File: src/rtl/noc_pkg.sv
// Shared NoC definitions: flit type codes, head field placement and NI FSM state encodings.
package noc_pkg;

  localparam int NOC_FLIT_LENGTH = 16;
  localparam int COORD_W         = 3;

  typedef enum logic [1:0] {
    FT_BODY = 2'b00,
    FT_HEAD = 2'b01,
    FT_TAIL = 2'b10,
    FT_RSVD = 2'b11
  } flit_type_e;

  // Head field MSB positions, counted down from FLIT_LENGTH (field MSB = FLIT_LENGTH - offset).
  localparam int HD_DST_X = 3;
  localparam int HD_DST_Y = 6;
  localparam int HD_SRC_X = 9;
  localparam int HD_SRC_Y = 12;

  typedef enum logic [1:0] {
    TX_IDLE      = 2'd0,
    TX_HEAD      = 2'd1,
    TX_BODY      = 2'd2,
    TX_TAIL_WAIT = 2'd3
  } tx_state_e;

  typedef enum logic [1:0] {
    RX_IDLE   = 2'd0,
    RX_ACCEPT = 2'd1,
    RX_DROP   = 2'd2
  } rx_state_e;

  function automatic logic coord_match(input logic [COORD_W-1:0] ax, input logic [COORD_W-1:0] ay,
                                       input logic [COORD_W-1:0] bx, input logic [COORD_W-1:0] by);
    return (ax == bx) && (ay == by);
  endfunction

endpackage

File: src/rtl/ni_rx_fifo.sv
// Synchronous RX payload FIFO; pointers carry an extra wrap bit to tell full from empty.
module ni_rx_fifo #(
  parameter int DEPTH = 4,
  parameter int WIDTH = 21
) (
  input  logic             clk,
  input  logic             rst,
  input  logic             push,
  input  logic [WIDTH-1:0] wdata,
  input  logic             pop,
  output logic [WIDTH-1:0] rdata,
  output logic             full,
  output logic             empty
);

  localparam int AW = $clog2(DEPTH);

  logic [WIDTH-1:0] mem [DEPTH];
  logic [AW:0]      wr_ptr;
  logic [AW:0]      rd_ptr;
  logic             do_push;
  logic             do_pop;

  assign empty   = (wr_ptr == rd_ptr);
  assign full    = (wr_ptr[AW] != rd_ptr[AW]) && (wr_ptr[AW-1:0] == rd_ptr[AW-1:0]);
  assign do_pop  = pop & ~empty;
  // A pop in the same cycle frees the slot being written, so push-while-full is safe then.
  assign do_push = push & (~full | do_pop);
  assign rdata   = mem[rd_ptr[AW-1:0]];

  always_ff @(posedge clk) begin
    if (!rst) begin
      wr_ptr <= '0;
      rd_ptr <= '0;
    end else begin
      if (do_push) wr_ptr <= wr_ptr + 1'b1;
      if (do_pop)  rd_ptr <= rd_ptr + 1'b1;
    end
  end

  always_ff @(posedge clk) begin
    if (do_push) mem[wr_ptr[AW-1:0]] <= wdata;
  end

endmodule

File: src/rtl/noc_local_ni.sv
// Local network interface on the router P port: packetizes core words into flits (TX)
// and filters/unpacks flits addressed to this node into a payload FIFO (RX).
module noc_local_ni
  import noc_pkg::*;
#(
  parameter int FLIT_LENGTH = NOC_FLIT_LENGTH,
  parameter int RX_DEPTH    = 4
) (
  input  logic                   clk,
  input  logic                   rst,
  input  logic [COORD_W-1:0]     lx,
  input  logic [COORD_W-1:0]     ly,
  input  logic                   tx_valid,
  output logic                   tx_ready,
  input  logic [FLIT_LENGTH-3:0] tx_data,
  input  logic                   tx_last,
  input  logic [COORD_W-1:0]     tx_dst_x,
  input  logic [COORD_W-1:0]     tx_dst_y,
  output logic [FLIT_LENGTH-1:0] net_dataout,
  output logic                   net_reqout,
  input  logic                   net_ackin,
  input  logic [FLIT_LENGTH-1:0] net_datain,
  input  logic                   net_reqin,
  output logic                   net_ackout,
  output logic                   rx_valid,
  input  logic                   rx_ready,
  output logic [FLIT_LENGTH-3:0] rx_data,
  output logic                   rx_last,
  output logic [COORD_W-1:0]     rx_src_x,
  output logic [COORD_W-1:0]     rx_src_y,
  output logic                   rx_err
);

  localparam int PW = FLIT_LENGTH - 2;
  localparam int EW = PW + 1 + 2 * COORD_W;

  // Handshakes: core side moves a word on a rising edge with valid & ready both high;
  // link side moves a flit on a rising edge with req & ack both high, the sender holding
  // req/data stable until then and the receiver free to drive ack regardless of req.

  // ---------------- TX ----------------
  tx_state_e        tx_state;
  logic             tx_xfer;
  logic [FLIT_LENGTH-1:0] head_flit;
  logic [FLIT_LENGTH-1:0] data_flit;

  assign tx_xfer  = net_reqout & net_ackin;
  assign tx_ready = (tx_state == TX_BODY) & (~net_reqout | net_ackin);

  always_comb begin
    head_flit = '0;
    head_flit[FLIT_LENGTH-1 -: 2]              = FT_HEAD;
    head_flit[FLIT_LENGTH-HD_DST_X -: COORD_W] = tx_dst_x;
    head_flit[FLIT_LENGTH-HD_DST_Y -: COORD_W] = tx_dst_y;
    head_flit[FLIT_LENGTH-HD_SRC_X -: COORD_W] = lx;
    head_flit[FLIT_LENGTH-HD_SRC_Y -: COORD_W] = ly;
    data_flit = {(tx_last ? FT_TAIL : FT_BODY), tx_data};
  end

  always_ff @(posedge clk) begin
    if (!rst) begin
      tx_state    <= TX_IDLE;
      net_reqout  <= 1'b0;
      net_dataout <= '0;
    end else begin
      case (tx_state)
        TX_IDLE: begin
          if (tx_valid) begin
            net_dataout <= head_flit;
            net_reqout  <= 1'b1;
            tx_state    <= TX_HEAD;
          end
        end
        TX_HEAD: begin
          if (tx_xfer) begin
            net_reqout <= 1'b0;
            tx_state   <= TX_BODY;
          end
        end
        TX_BODY: begin
          // Reloading on the transfer edge keeps req high across consecutive flits.
          if (tx_valid && tx_ready) begin
            net_dataout <= data_flit;
            net_reqout  <= 1'b1;
            if (tx_last) tx_state <= TX_TAIL_WAIT;
          end else if (tx_xfer) begin
            net_reqout <= 1'b0;
          end
        end
        TX_TAIL_WAIT: begin
          if (tx_xfer) begin
            net_reqout <= 1'b0;
            tx_state   <= TX_IDLE;
          end
        end
        default: tx_state <= TX_IDLE;
      endcase
    end
  end

  // ---------------- RX ----------------
  rx_state_e        rx_state;
  flit_type_e       rx_type;
  logic             rx_live;
  logic             rx_xfer;
  logic             dst_match;
  logic             fifo_push;
  logic             fifo_full;
  logic             fifo_empty;
  logic [COORD_W-1:0] pkt_src_x;
  logic [COORD_W-1:0] pkt_src_y;
  logic [EW-1:0]    fifo_wdata;
  logic [EW-1:0]    fifo_rdata;

  assign rx_type   = flit_type_e'(net_datain[FLIT_LENGTH-1 -: 2]);
  assign dst_match = coord_match(net_datain[FLIT_LENGTH-HD_DST_X -: COORD_W],
                                 net_datain[FLIT_LENGTH-HD_DST_Y -: COORD_W], lx, ly);

  // rx_live holds ack low for the cycle right after reset.
  assign net_ackout = rx_live & ((rx_state == RX_DROP) | ~fifo_full);
  assign rx_xfer    = net_reqin & net_ackout;
  assign fifo_push  = rx_xfer & (rx_state == RX_ACCEPT) & ((rx_type == FT_BODY) | (rx_type == FT_TAIL));
  assign fifo_wdata = {pkt_src_x, pkt_src_y, (rx_type == FT_TAIL), net_datain[PW-1:0]};

  always_ff @(posedge clk) begin
    if (!rst) begin
      rx_state  <= RX_IDLE;
      rx_live   <= 1'b0;
      rx_err    <= 1'b0;
      pkt_src_x <= '0;
      pkt_src_y <= '0;
    end else begin
      rx_live <= 1'b1;
      rx_err  <= 1'b0;
      if (rx_xfer) begin
        case (rx_state)
          RX_IDLE: begin
            if (rx_type == FT_HEAD) begin
              if (dst_match) begin
                pkt_src_x <= net_datain[FLIT_LENGTH-HD_SRC_X -: COORD_W];
                pkt_src_y <= net_datain[FLIT_LENGTH-HD_SRC_Y -: COORD_W];
                rx_state  <= RX_ACCEPT;
              end else begin
                rx_err   <= 1'b1;
                rx_state <= RX_DROP;
              end
            end else begin
              rx_err <= 1'b1;
            end
          end
          RX_ACCEPT: begin
            case (rx_type)
              FT_BODY: ;
              FT_TAIL: rx_state <= RX_IDLE;
              default: begin
                rx_err   <= 1'b1;
                rx_state <= RX_DROP;
              end
            endcase
          end
          RX_DROP: begin
            if ((rx_type == FT_TAIL) || (rx_type == FT_RSVD)) rx_state <= RX_IDLE;
          end
          default: rx_state <= RX_IDLE;
        endcase
      end
    end
  end

  ni_rx_fifo #(
    .DEPTH (RX_DEPTH),
    .WIDTH (EW)
  ) u_rx_fifo (
    .clk   (clk),
    .rst   (rst),
    .push  (fifo_push),
    .wdata (fifo_wdata),
    .pop   (rx_valid & rx_ready),
    .rdata (fifo_rdata),
    .full  (fifo_full),
    .empty (fifo_empty)
  );

  assign rx_valid = ~fifo_empty;
  assign {rx_src_x, rx_src_y, rx_last, rx_data} = fifo_rdata;

endmodule

File: config.mk
export PLATFORM = sky130hd
export DESIGN_NAME = noc_local_ni
export DESIGN_NICKNAME = d
export VERILOG_FILES = /design/src/rtl/noc_pkg.sv /design/src/rtl/ni_rx_fifo.sv /design/src/rtl/noc_local_ni.sv
export SDC_FILE = /design/constraint.sdc
export NUM_CORES = 1
export LEC_CHECK = 0
export ABC_AREA = 1
export ABC_CLOCK_PERIOD_IN_PS = 4300
export CAP_MARGIN = 10
export CELL_PAD_IN_SITES_DETAIL_PLACEMENT = 0
export CELL_PAD_IN_SITES_GLOBAL_PLACEMENT = 2
export CORE_MARGIN = 1.5
export CORE_UTILIZATION = 37
export CTS_BUF_LIST = sky130_fd_sc_hd__clkbuf_4
export CTS_CLUSTER_SIZE = 24
export DETAILED_ROUTE_END_ITERATION = 7
export PLACE_DENSITY = 0.84
export SYNTH_ARGS = -nofsm -noshare
export SYNTH_HDL_FRONTEND = slang
export SYNTH_HIERARCHICAL = 1
export SYNTH_SLANG_ARGS = --single-unit
File: constraint.sdc
create_clock -name clk -period 4.3 [get_ports clk]
set_clock_uncertainty 0.05 [all_clocks]
set_input_delay 1.075 -clock clk [delete_from_list [all_inputs] [get_ports clk]]
set_output_delay 1.075 -clock clk [all_outputs]
set_load 0.005 [all_outputs]
==> metrics.md, run 1 <==
| Metric | Value |
|---|---|
| Outcome | `completed` |
| Setup tns final | `0 ns` |
| FF-to-FF End | `u_rx_fifo/mem[0][20]` |
| Worst Setup Path Type | `reg -> out` |
| Crit path capture type | `output port` |
| Die Y | `121 um` |
| Max Freq | `0.269 GHz` |
| Final WL | `11400 um` |
| Predominant post-synthesis flop cell | `edfxtp_1` |
| Total CTS buffers | `17` |
| Final net count | `661` |
| Resize count post-CTS | `0` |
| Drt drc | `0` |
| Input/output buffers | `90` |
| Post-layout util | `48.3%` |
| TritonRoute pass-1 iters | `4` |
| Clock Latency Late Sink | `0.51 ns` |
| Initial Utilization | `37.7%` |
| Clock sink count | `121` |
| Antenna diodes | `0` |
| Syn nets | `565` |
| Total GRT Usage | `16.4%` |
| Sequential cell area | `0.00326 mm^2` |
| Yosys warnings | `6` |
| Via density per instance | `4.86` |
| Initial drt markers | `153` |
| Yosys top cell area share | `48.6%` |
| Worst Tran Pin Value | `1.10 ns` |
| Synth Cell Area | `0.00519 mm^2` |
| Required @ worst endpoint | `3.17 ns` |
| Pre-CTS setup slack | `0.864 ns` |
| Async SR Flop Fraction | `0%` |
| FF+latch count, synth | `121` |
| RSZ-0062 raised after global routing | `false` |
| Worst vdd ir | `295 uV` |
| Antenna violations before repair | `0` |
| Final ANT Viol Nets | `0` |
| Syn Area/Cell | `10.3 um^2` |
| Leakage | `2.53 nW` |
| Worst setup endpoint | `rx_data[10]` |
| Pin count of the biggest net entering global routing | `43` |
| Critical Path AT | `2.60 ns` |
| CTS root buf | `clkbuf_4` |
| Final worst slack | `0.580 ns` |
| Largest cells by area after synthesis | `edfxtp_1 (49%), dfxtp_1 (14%), nand2_1 (5.9%)` |
| Syn Inst Count | `506` |
| I/O Pins | `91` |
| Core Box Area | `0.0138 mm^2` |
| Dpl cells | `763` |
| Number of global-route vias before repair | `3653` |
| Vias | `3865` |
| Die area | `0.0148 mm^2` |
| Yosys top cell by area | `edfxtp_1` |
| R2r setup slk | `1.74 ns` |
| Sequential area share after synthesis | `62.9%` |
| Die Width | `121 um` |
| CTS tree | `built` |
| Global-route wire length before repair | `18200 um` |
| Type of the most critical hold path | `reg -> reg` |
| CP startpoint kind | `flop` |
| Wire per inst | `14.3 um` |
| R2R Path Start | `u_rx_fifo/wr_ptr[1]` |
| Post-CTS Setup Bufs | `0` |
| Max-slew headroom | `26.4%` |
| FF-to-FF path depth | `11` |
| HPWL Detailed | `7580 um` |
| Htree depth | `4` |
| Core Rows | `43` |
| Clock transition at the registers of the reported paths | `0.11 ns` |
| Final setup fails | `0` |
| Non-Filler Instances | `795` |
| Number of flops mapped to enable cells by yosys | `84` |
| Area grow syn2layout | `28.0%` |
| Crit share post-route | `86.5%` |
| Crit path time final | `3.72 ns` |
| Global placement routability congestion | `0.740` |
| Maxcap violations | `0` |
| Clock buffer depth | `2` |
| Share of layout cells above drive strength 1 | `10.1%` |
| GRT Residual Overflow | `0` |
| PD cells | `426 mW/mm^2` |
| Fin. Hold Viols | `0` |
| Cell variety after synth | `34` |
| Number of fill cells in the layout | `1335` |
| Final max-slew violation count | `0` |
| CTS Hold Bufs | `0` |
| Area of the multi-input gates | `0.00164 mm^2` |
| Crit-path max FO | `42` |
report_power, final:
| part | total [mW] | switching, mW | internal [mW] |
|---|---|---|---|
| registers | 1.34 | 0.0383 | 1.31 |
| clock network | 0.981 | 0.411 | 0.570 |
| logic | 0.504 | 0.272 | 0.233 |
| total | 2.83 | 0.720 | 2.11 |
cells in the final DEF (no fill, tap or decap), drive strengths merged:
master	instances
o22ai	21
o21ai	60
o31ai	1
clkbuf	17
inv	55
a31oi	14
nor2	77
nand4	8
ha	10
dfxtp	37
clkinvlp	2
xnor2	2
a21oi	14
nand2	86
nand3b	1
xor2	3
clkdlybuf4s50	90
buf	7
clkinv	6
nand3	13
edfxtp	84
bufinv	6
or2	1
kinds of logic (layout without fill, tap and decap cells):
| group | count (synthesis) | count (layout) | synth area share [%] |
|---|---|---|---|
| simple gates | 186 | 186 | 16.6 |
| flops | 121 | 121 | 62.9 |
| compound gates | 110 | 110 | 11.5 |
| buf+inv | 74 | 183 | 5.69 |
| fa+ha+maj | 10 | 10 | 2.41 |
| xor+xnor | 5 | 5 | 0.988 |
worst min path at each step:
stage | end | from | depth (start not counted) | slack [ns]
2_1_floorplan | net_dataout[15] | net_dataout[15] | 2 | 0.41
3_3_place_gp | net_dataout[14] | net_dataout[14] | 2 | 0.40
3_5_place_dp | net_dataout[15] | net_dataout[15] | 2 | 0.40
4_1_cts | net_dataout[14] | net_dataout[14] | 2 | 0.42
5_1_grt | net_dataout[0] | net_dataout[0] | 2 | 0.44
6_report | net_dataout[14] | net_dataout[14] | 2 | 0.42
synth_stat cells, types with 2 or more instances:
library cell / number
nand2_1: 81
nand3_2: 2
a21oi_1: 14
o22ai_1: 21
o21ai_0: 34
nand4_1: 6
clkbuf_1: 15
a31oi_1: 14
nor2_1: 71
nand3_1: 10
ha_1: 10
nor2_8: 2
o21ai_1: 26
inv_1: 49
edfxtp_1: 84
inv_2: 4
dfxtp_1: 37
nand2_2: 4
buf_2: 3
xor2_1: 3
nor2_4: 3
sequential cells by signal (all words and copies together), names as in the netlist, named ones only:
signal,cells
u_rx_fifo/mem,84
net_dataout,16
pkt_src_x,3
pkt_src_y,3
u_rx_fifo/rd_ptr,3
u_rx_fifo/wr_ptr,3
rx_state,2
tx_state,2
net_reqout,1
rx_err,1
rx_live,1
worst max-delay path, cell delays in order (launching register included):
cell             delay (ns)
dfxtp_1                0.52
inv_2                  0.63
nor2_1                 0.08
o22ai_1                0.30
clkdlybuf4s50_1        0.56
metrics by stage:
stage	instance area (um^2)	total power [mW]	hold slack, ns
floorplan	5190	1.65	0.405
global placement	6290	1.87	0.405
detailed placement	6290	1.88	0.403
CTS	6650	2.87	0.424
global route	6650	2.97	0.444
finish	6650	2.83	0.420
routing by layer:
| layer | global-route usage, % | vias to the layer above | share of wire [%] |
|---|---|---|---|
| li1 | - | 1931 | - |
| met3 | 5.97 | 6 | 6.1 |
| met1 | 19.3 | 1820 | 43 |
| met2 | 27.5 | 108 | 50 |
| met4 | 5.51 | 0 | 0.80 |
| met5 | 0 | - | 0 |
final cells by class:
class	count	area share [%]
Clock buffer	17	1.92
Timing Repair Buffer	97	14.3
Clock inverter	15	3.45
Sequential cell	121	49.1
Multi-Input combinational cell	311	24.7
Tap cell	180	3.39
Inverter	54	3.09
No activity file was read; power rests on OpenSTA's default activity.
==> run 2: changes to the inputs <==
- CELL_PAD_IN_SITES_DETAIL_PLACEMENT: 0 -> 1
- SLEW_MARGIN: unset -> 20
==> run 2 against run 1 <==
Worst setup slack lost 0.035 ns. Fmax shrank 0.92%. Core utilization shrank 0.87 points. Sequential power is essentially flat. Sequential cell count is the same. Cell area shrank 1.8%. Largest power group unchanged.
==> metrics.md, run 2 (synthesized netlist as in run 1, its figures left out) <==
| Metric | Value |
|---|---|
| Outcome | `completed` |
| Fin. Hold Viols | `0 (unchanged)` |
| Die Y | `121 um (unchanged)` |
| Worst vdd ir | `252 uV (-15%)` |
| CP startpoint kind | `flop` |
| Maxcap violations | `0 (unchanged)` |
| PD cells | `397 mW/mm^2 (-6.8%)` |
| Max Freq | `0.266 GHz (-0.92%)` |
| CTS tree | `built` |
| FF-to-FF path depth | `11 (unchanged)` |
| Worst Setup Path Type | `reg -> out` |
| Crit-path max FO | `42 (unchanged)` |
| Clock transition at the registers of the reported paths | `0.10 ns (about the same)` |
| Critical Path AT | `2.63 ns (+0.03 ns)` |
| Area after DPL | `0.00629 mm^2 (unchanged)` |
| Total CTS buffers | `17 (unchanged)` |
| Tot Pwr | `2.59 mW (-8.5%)` |
| Input/output buffers | `90 (unchanged)` |
| Global placement routability congestion | `0.740 (unchanged)` |
| Hold_ws | `0.426 ns (+0.00587 ns)` |
| Required @ worst endpoint | `3.17 ns (about the same)` |
| Pin count of the biggest net entering global routing | `43 (unchanged)` |
| Htree depth | `4 (unchanged)` |
| Worst hold endpoint | `net_dataout[14]` |
| CTS root buf | `clkbuf_4` |
| Via density per instance | `4.99 (+2.6%)` |
| Total GRT Usage | `18.7% (+2.3 points)` |
| Die Width | `121 um (unchanged)` |
| Max reg flops | `84 (unchanged)` |
| Vias | `3964 (+2.6%)` |
| Antenna diodes | `0 (unchanged)` |
| Clock sink count | `121 (unchanged)` |
| Hold path depth | `2 (unchanged)` |
| Initial drt markers | `208 (+36%)` |
| R2R Path Start | `u_rx_fifo/wr_ptr[1]` |
| Global-route wire length before repair | `20600 um (+14%)` |
| Most frequent cells in the layout | `clkdlybuf4s50_1 (89), edfxtp_1 (84), nand2_1 (81)` |
| GRT Residual Overflow | `0 (unchanged)` |
| Final setup fails | `0 (unchanged)` |
| Met3 GRT Util | `6.39% (+0.42 points)` |
| Most Crowded Layer GR | `met2` |
| Resize count post-CTS | `0 (unchanged)` |
| Crit path time final | `3.75 ns (+0.0346 ns)` |
| Final ANT Viol Nets | `0 (unchanged)` |
| Drt drc | `0 (unchanged)` |
| Met1 Usage GRT | `21.0% (+1.7 points)` |
| Core Rows | `43 (unchanged)` |
| HPWL Detailed | `8640 um (+14%)` |
| Worst Tran Pin Value | `0.748 ns (-0.352 ns)` |
| Fin area | `0.00653 mm^2 (-1.8%)` |
| Core Box Area | `0.0138 mm^2 (unchanged)` |
| FF-to-FF End | `u_rx_fifo/mem[0][19]` |
| RSZ-0062 raised after global routing | `false` |
| Dpl cells | `763 (unchanged)` |
| Number of global-route vias before repair | `4099 (+12%)` |
| R2r setup slk | `1.69 ns (-0.05 ns)` |
| Area grow syn2layout | `25.7%` |
| Crit path capture type | `output port` |
| Final net count | `661 (unchanged)` |
| Initial Utilization | `37.7% (unchanged)` |
| CTS Hold Bufs | `0 (unchanged)` |
| Clock buffer depth | `2 (unchanged)` |
| Number of fill cells in the layout | `1567 (+17%)` |
| Antenna violations before repair | `0 (unchanged)` |
| Pre-CTS setup slack | `0.876 ns (+0.0116 ns)` |
| Max-slew headroom | `50.1% (+24 points)` |
| Leakage | `2.50 nW (-1.4%)` |
| Post-layout util | `47.4% (-0.87 points)` |
| TritonRoute pass-1 iters | `5 (+1)` |
| I/O Pins | `91 (unchanged)` |
| Post-CTS Setup Bufs | `0 (unchanged)` |
| Type of the most critical hold path | `reg -> reg` |
| Die area | `0.0148 mm^2 (unchanged)` |
| Final worst slack | `0.545 ns (-0.0346 ns)` |
| Worst Hold Launch | `net_dataout[14]` |
| Clock Latency Late Sink | `0.54 ns (+0.03 ns)` |
| Final WL | `12900 um (+13%)` |
| Setup tns final | `0 ns (unchanged)` |
| Met2 Usage GRT | `32.7% (+5.2 points)` |
| Share of layout cells above drive strength 1 | `10.4% (+0.33 points)` |
| Most common cell after layout, fill and taps aside | `clkdlybuf4s50_1` |
| Final max-slew violation count | `0 (unchanged)` |
| Wire per inst | `16.2 um (+13%)` |
| Non-Filler Instances | `795 (unchanged)` |
| Crit share post-route | `87.3% (+0.81 points)` |
-- run 2: changes by cell type in the layout (fill, tap and decap cells not counted) --
cell,before,now
clkdlybuf4s50_1,90,89
buf_2,0,1
clkinvlp_4,2,0
clkinv_2,2,1
clkinv_1,4,3
clkbuf_4,17,25
bufinv_16,6,1
inv_6,1,0
inv_2,4,6
-- run 2: report_power, final --
part | switching, mW | leakage (nW) | total, mW | internal [mW]
combinational | 0.286 | 1.29 | 0.518 | 0.232
sequential | 0.0379 | 1.06 | 1.34 | 1.31
clock | 0.398 | 0.146 | 0.727 | 0.329
total | 0.722 | 2.50 | 2.59 | 1.87
-- run 2: worst max path at each step --
stage                                endpoint  slack, ns  cells past startpoint
after floorplan           u_rx_fifo/mem[0][0]       1.39                      6
after global placement               tx_ready       0.90                      6
after detailed placement             tx_ready       0.88                      6
after CTS                          rx_data[7]       0.45                      4
after global routing               rx_data[7]       0.32                      4
final                              rx_data[8]       0.55                      4
-- run 2: layout make-up --
cell class	count	area, um^2	share of cell area, %
Sequential cell	121	3260	50.0
Tap cell	180	225	3.45
Clock buffer	25	188	2.88
Clock inverter	7	53.8	0.824
Timing Repair Buffer	97	948	14.5
Multi-Input combinational cell	311	1640	25.2
Inverter	54	205	3.14
-- run 2: routing by layer --
layer,routed length [um],vias up
met5,0,-
met2,6560,92
li1,-,1923
met4,217,0
met3,703,20
met1,5420,1929
-- run 2: worst max-delay path: stages (launching register included) --
cell	delay, ns
dfxtp_1	0.50
inv_2	0.65
o21ai_0	0.16
o22ai_1	0.23
clkdlybuf4s50_1	0.55
==> run 3: changes to the inputs <==
- CORE_MARGIN: 1.5 -> unset
- GPL_ROUTABILITY_DRIVEN: unset -> 0
==> run 3 against run 2 <==
Register-to-register slack improved by 0.19 ns. Total power is 1.6% higher. Combinational power is 0.8% lower. Via count decreased by 1.5%. Clock-buffer cell count down 3. Critical endpoint is now rx_data[7]. Largest power group unchanged.
==> metrics.md, run 3 (synthesized netlist as in run 1, its figures left out) <==
| Metric | Value |
|---|---|
| Worst Setup Path Type | `reg -> out` |
| Clock buffer depth | `2 (unchanged)` |
| Clock sink count | `121 (unchanged)` |
| Initial Utilization | `38.6% (+0.90 points)` |
| Via density per instance | `4.92 (-1.3%)` |
| Share of layout cells above drive strength 1 | `10.6% (+0.15 points)` |
| Final net count | `662 (+0.15%)` |
| Worst setup endpoint | `rx_data[7]` |
| Final max-slew violation count | `0 (unchanged)` |
| RSZ-0062 raised after global routing | `false` |
| Max Freq | `0.267 GHz (about the same)` |
| Drt drc | `0 (unchanged)` |
| Global-route wire length before repair | `20500 um (-0.93%)` |
| Crit share post-route | `87.3% (about the same)` |
| CTS Hold Bufs | `0 (unchanged)` |
| I/O Pins | `91 (unchanged)` |
| Core Rows | `42 (-2.3%)` |
| Area after DPL | `0.00629 mm^2 (about the same)` |
| FF-to-FF path depth | `11 (unchanged)` |
| Setup tns final | `0 ns (unchanged)` |
| Sequential cell area | `0.00326 mm^2 (unchanged)` |
| Power share of the clock group | `29.3% (+1.2 points)` |
| Leakage | `2.50 nW (+0.28%)` |
| Non-Filler Instances | `793 (-0.25%)` |
| Area of the multi-input gates | `0.00164 mm^2 (unchanged)` |
| NetSw | `722 uW (about the same)` |
| Clock transition at the registers of the reported paths | `0.10 ns (about the same)` |
| Number of fill cells in the layout | `1534 (-2.1%)` |
| Initial drt markers | `273 (+31%)` |
| Crit path time final | `3.75 ns (-0.00295 ns)` |
| Max-slew headroom | `48.8% (-1.3 points)` |
| Max reg flops | `84 (unchanged)` |
| Hold_ws | `0.425 ns (-0.00169 ns)` |
| Sw frac | `27.4% (-0.45 points)` |
| Pint | `1.91 mW (+2.2%)` |
| Final ANT Viol Nets | `0 (unchanged)` |
| Post-CTS Setup Bufs | `0 (unchanged)` |
| Final WL | `12400 um (-4.1%)` |
| Type of the most critical hold path | `reg -> reg` |
| Hold path depth | `2 (unchanged)` |
| Final setup fails | `0 (unchanged)` |
| Total CTS buffers | `17 (unchanged)` |
| Fin area | `0.00656 mm^2 (+0.56%)` |
| GRT Residual Overflow | `0 (unchanged)` |
| Critical Path AT | `2.63 ns (about the same)` |
| Total GRT Usage | `18.5% (-0.24 points)` |
| Number of global-route vias before repair | `4224 (+3.0%)` |
| Die Y | `120 um (-0.82%)` |
| Resize count post-CTS | `0 (unchanged)` |
| Reg power frac | `51.1% (-0.8 points)` |
| Most frequent cells in the layout | `clkdlybuf4s50_1 (90), edfxtp_1 (84), nand2_1 (81)` |
| Area grow syn2layout | `26.4%` |
| TritonRoute pass-1 iters | `4 (-1)` |
| Wire per inst | `15.6 um (-3.9%)` |
| CP startpoint kind | `flop` |
| Worst Tran Pin Value | `0.767 ns (+0.0196 ns)` |
| Clock Latency Late Sink | `0.52 ns (-0.02 ns)` |
| CTS root buf | `clkbuf_4` |
| Vias | `3903 (-1.5%)` |
| R2r setup slk | `1.88 ns (+0.19 ns)` |
| Dpl cells | `760 (-0.39%)` |
| Input/output buffers | `90 (unchanged)` |
| Maxcap violations | `0 (unchanged)` |
| Required @ worst endpoint | `3.17 ns (about the same)` |
| CTS tree | `built` |
| Combinational fraction of design power | `19.6% (-0.4 points)` |
| Worst vdd ir | `202 uV (-20%)` |
| Most common cell after layout, fill and taps aside | `clkdlybuf4s50_1` |
| Htree depth | `4 (unchanged)` |
| R2R Path Start | `u_rx_fifo/wr_ptr[1]` |
| Core Box Area | `0.0135 mm^2 (-2.3%)` |
| FF-to-FF End | `u_rx_fifo/mem[0][13]` |
| HPWL Detailed | `8310 um (-3.8%)` |
| Fin. Hold Viols | `0 (unchanged)` |
| Outcome | `completed` |
| Die area | `0.0145 mm^2 (-1.6%)` |
| Crit-path max FO | `22 (-48%)` |
| Crit path capture type | `output port` |
| PD cells | `401 mW/mm^2 (+1.0%)` |
| Die Width | `120 um (-0.82%)` |
| Tot Pwr | `2.63 mW (+1.6%)` |
| Pin count of the biggest net entering global routing | `43 (unchanged)` |
| Antenna violations before repair | `1 (+1)` |
-- run 3: how the worst min path moves through the flow --
stage                                from              end
final                     net_dataout[15]  net_dataout[15]
after global routing      net_dataout[15]  net_dataout[15]
after CTS                 net_dataout[15]  net_dataout[15]
after detailed placement  net_dataout[15]  net_dataout[15]
after global placement    net_dataout[14]  net_dataout[14]
after floorplan           net_dataout[15]  net_dataout[15]
-- run 3: per-layer routing --
| metal | routed length, um | up-vias | track usage (%) |
|---|---|---|---|
| li1 | - | 1926 | - |
| met1 | 5310 | 1874 | 21.2 |
| met2 | 6250 | 85 | 32.5 |
| met3 | 640 | 18 | 5.66 |
| met4 | 178 | 0 | 6.10 |
| met5 | 0 | - | 0 |
-- run 3: critical path: stages, from the launching register on --
cell             delay, ns
dfxtp_1               0.31
buf_4                 0.21
inv_1                 0.58
o21ai_0               0.21
o22ai_1               0.24
clkdlybuf4s50_1       0.55
-- run 3: stage by stage --
step | util, % | setup slack [ns]
global placement | 46.8 | 0.908
floorplan | - | 1.39
finish | 48.8 | 0.548
CTS | 48.8 | 0.459
global route | 48.8 | 0.329
detailed placement | 46.8 | 0.867
-- run 3: area by class of cell --
class                           count  area share, %
Antenna cell                        1         0.0381
Clock buffer                       22           2.52
Clock inverter                     10           1.56
Inverter                           54           3.13
Multi-Input combinational cell    311           25.0
Sequential cell                   121           49.7
Tap cell                          176           3.36
Timing Repair Buffer               98           14.6
-- run 3: power groups by stage --
stage	clock network [mW]	logic, mW	registers, mW
after floorplan	0	0.283	1.37
after global placement	0	0.507	1.37
after detailed placement	0	0.519	1.37
after CTS	0.795	0.523	1.34
after global routing	0.840	0.586	1.35
final	0.771	0.514	1.34
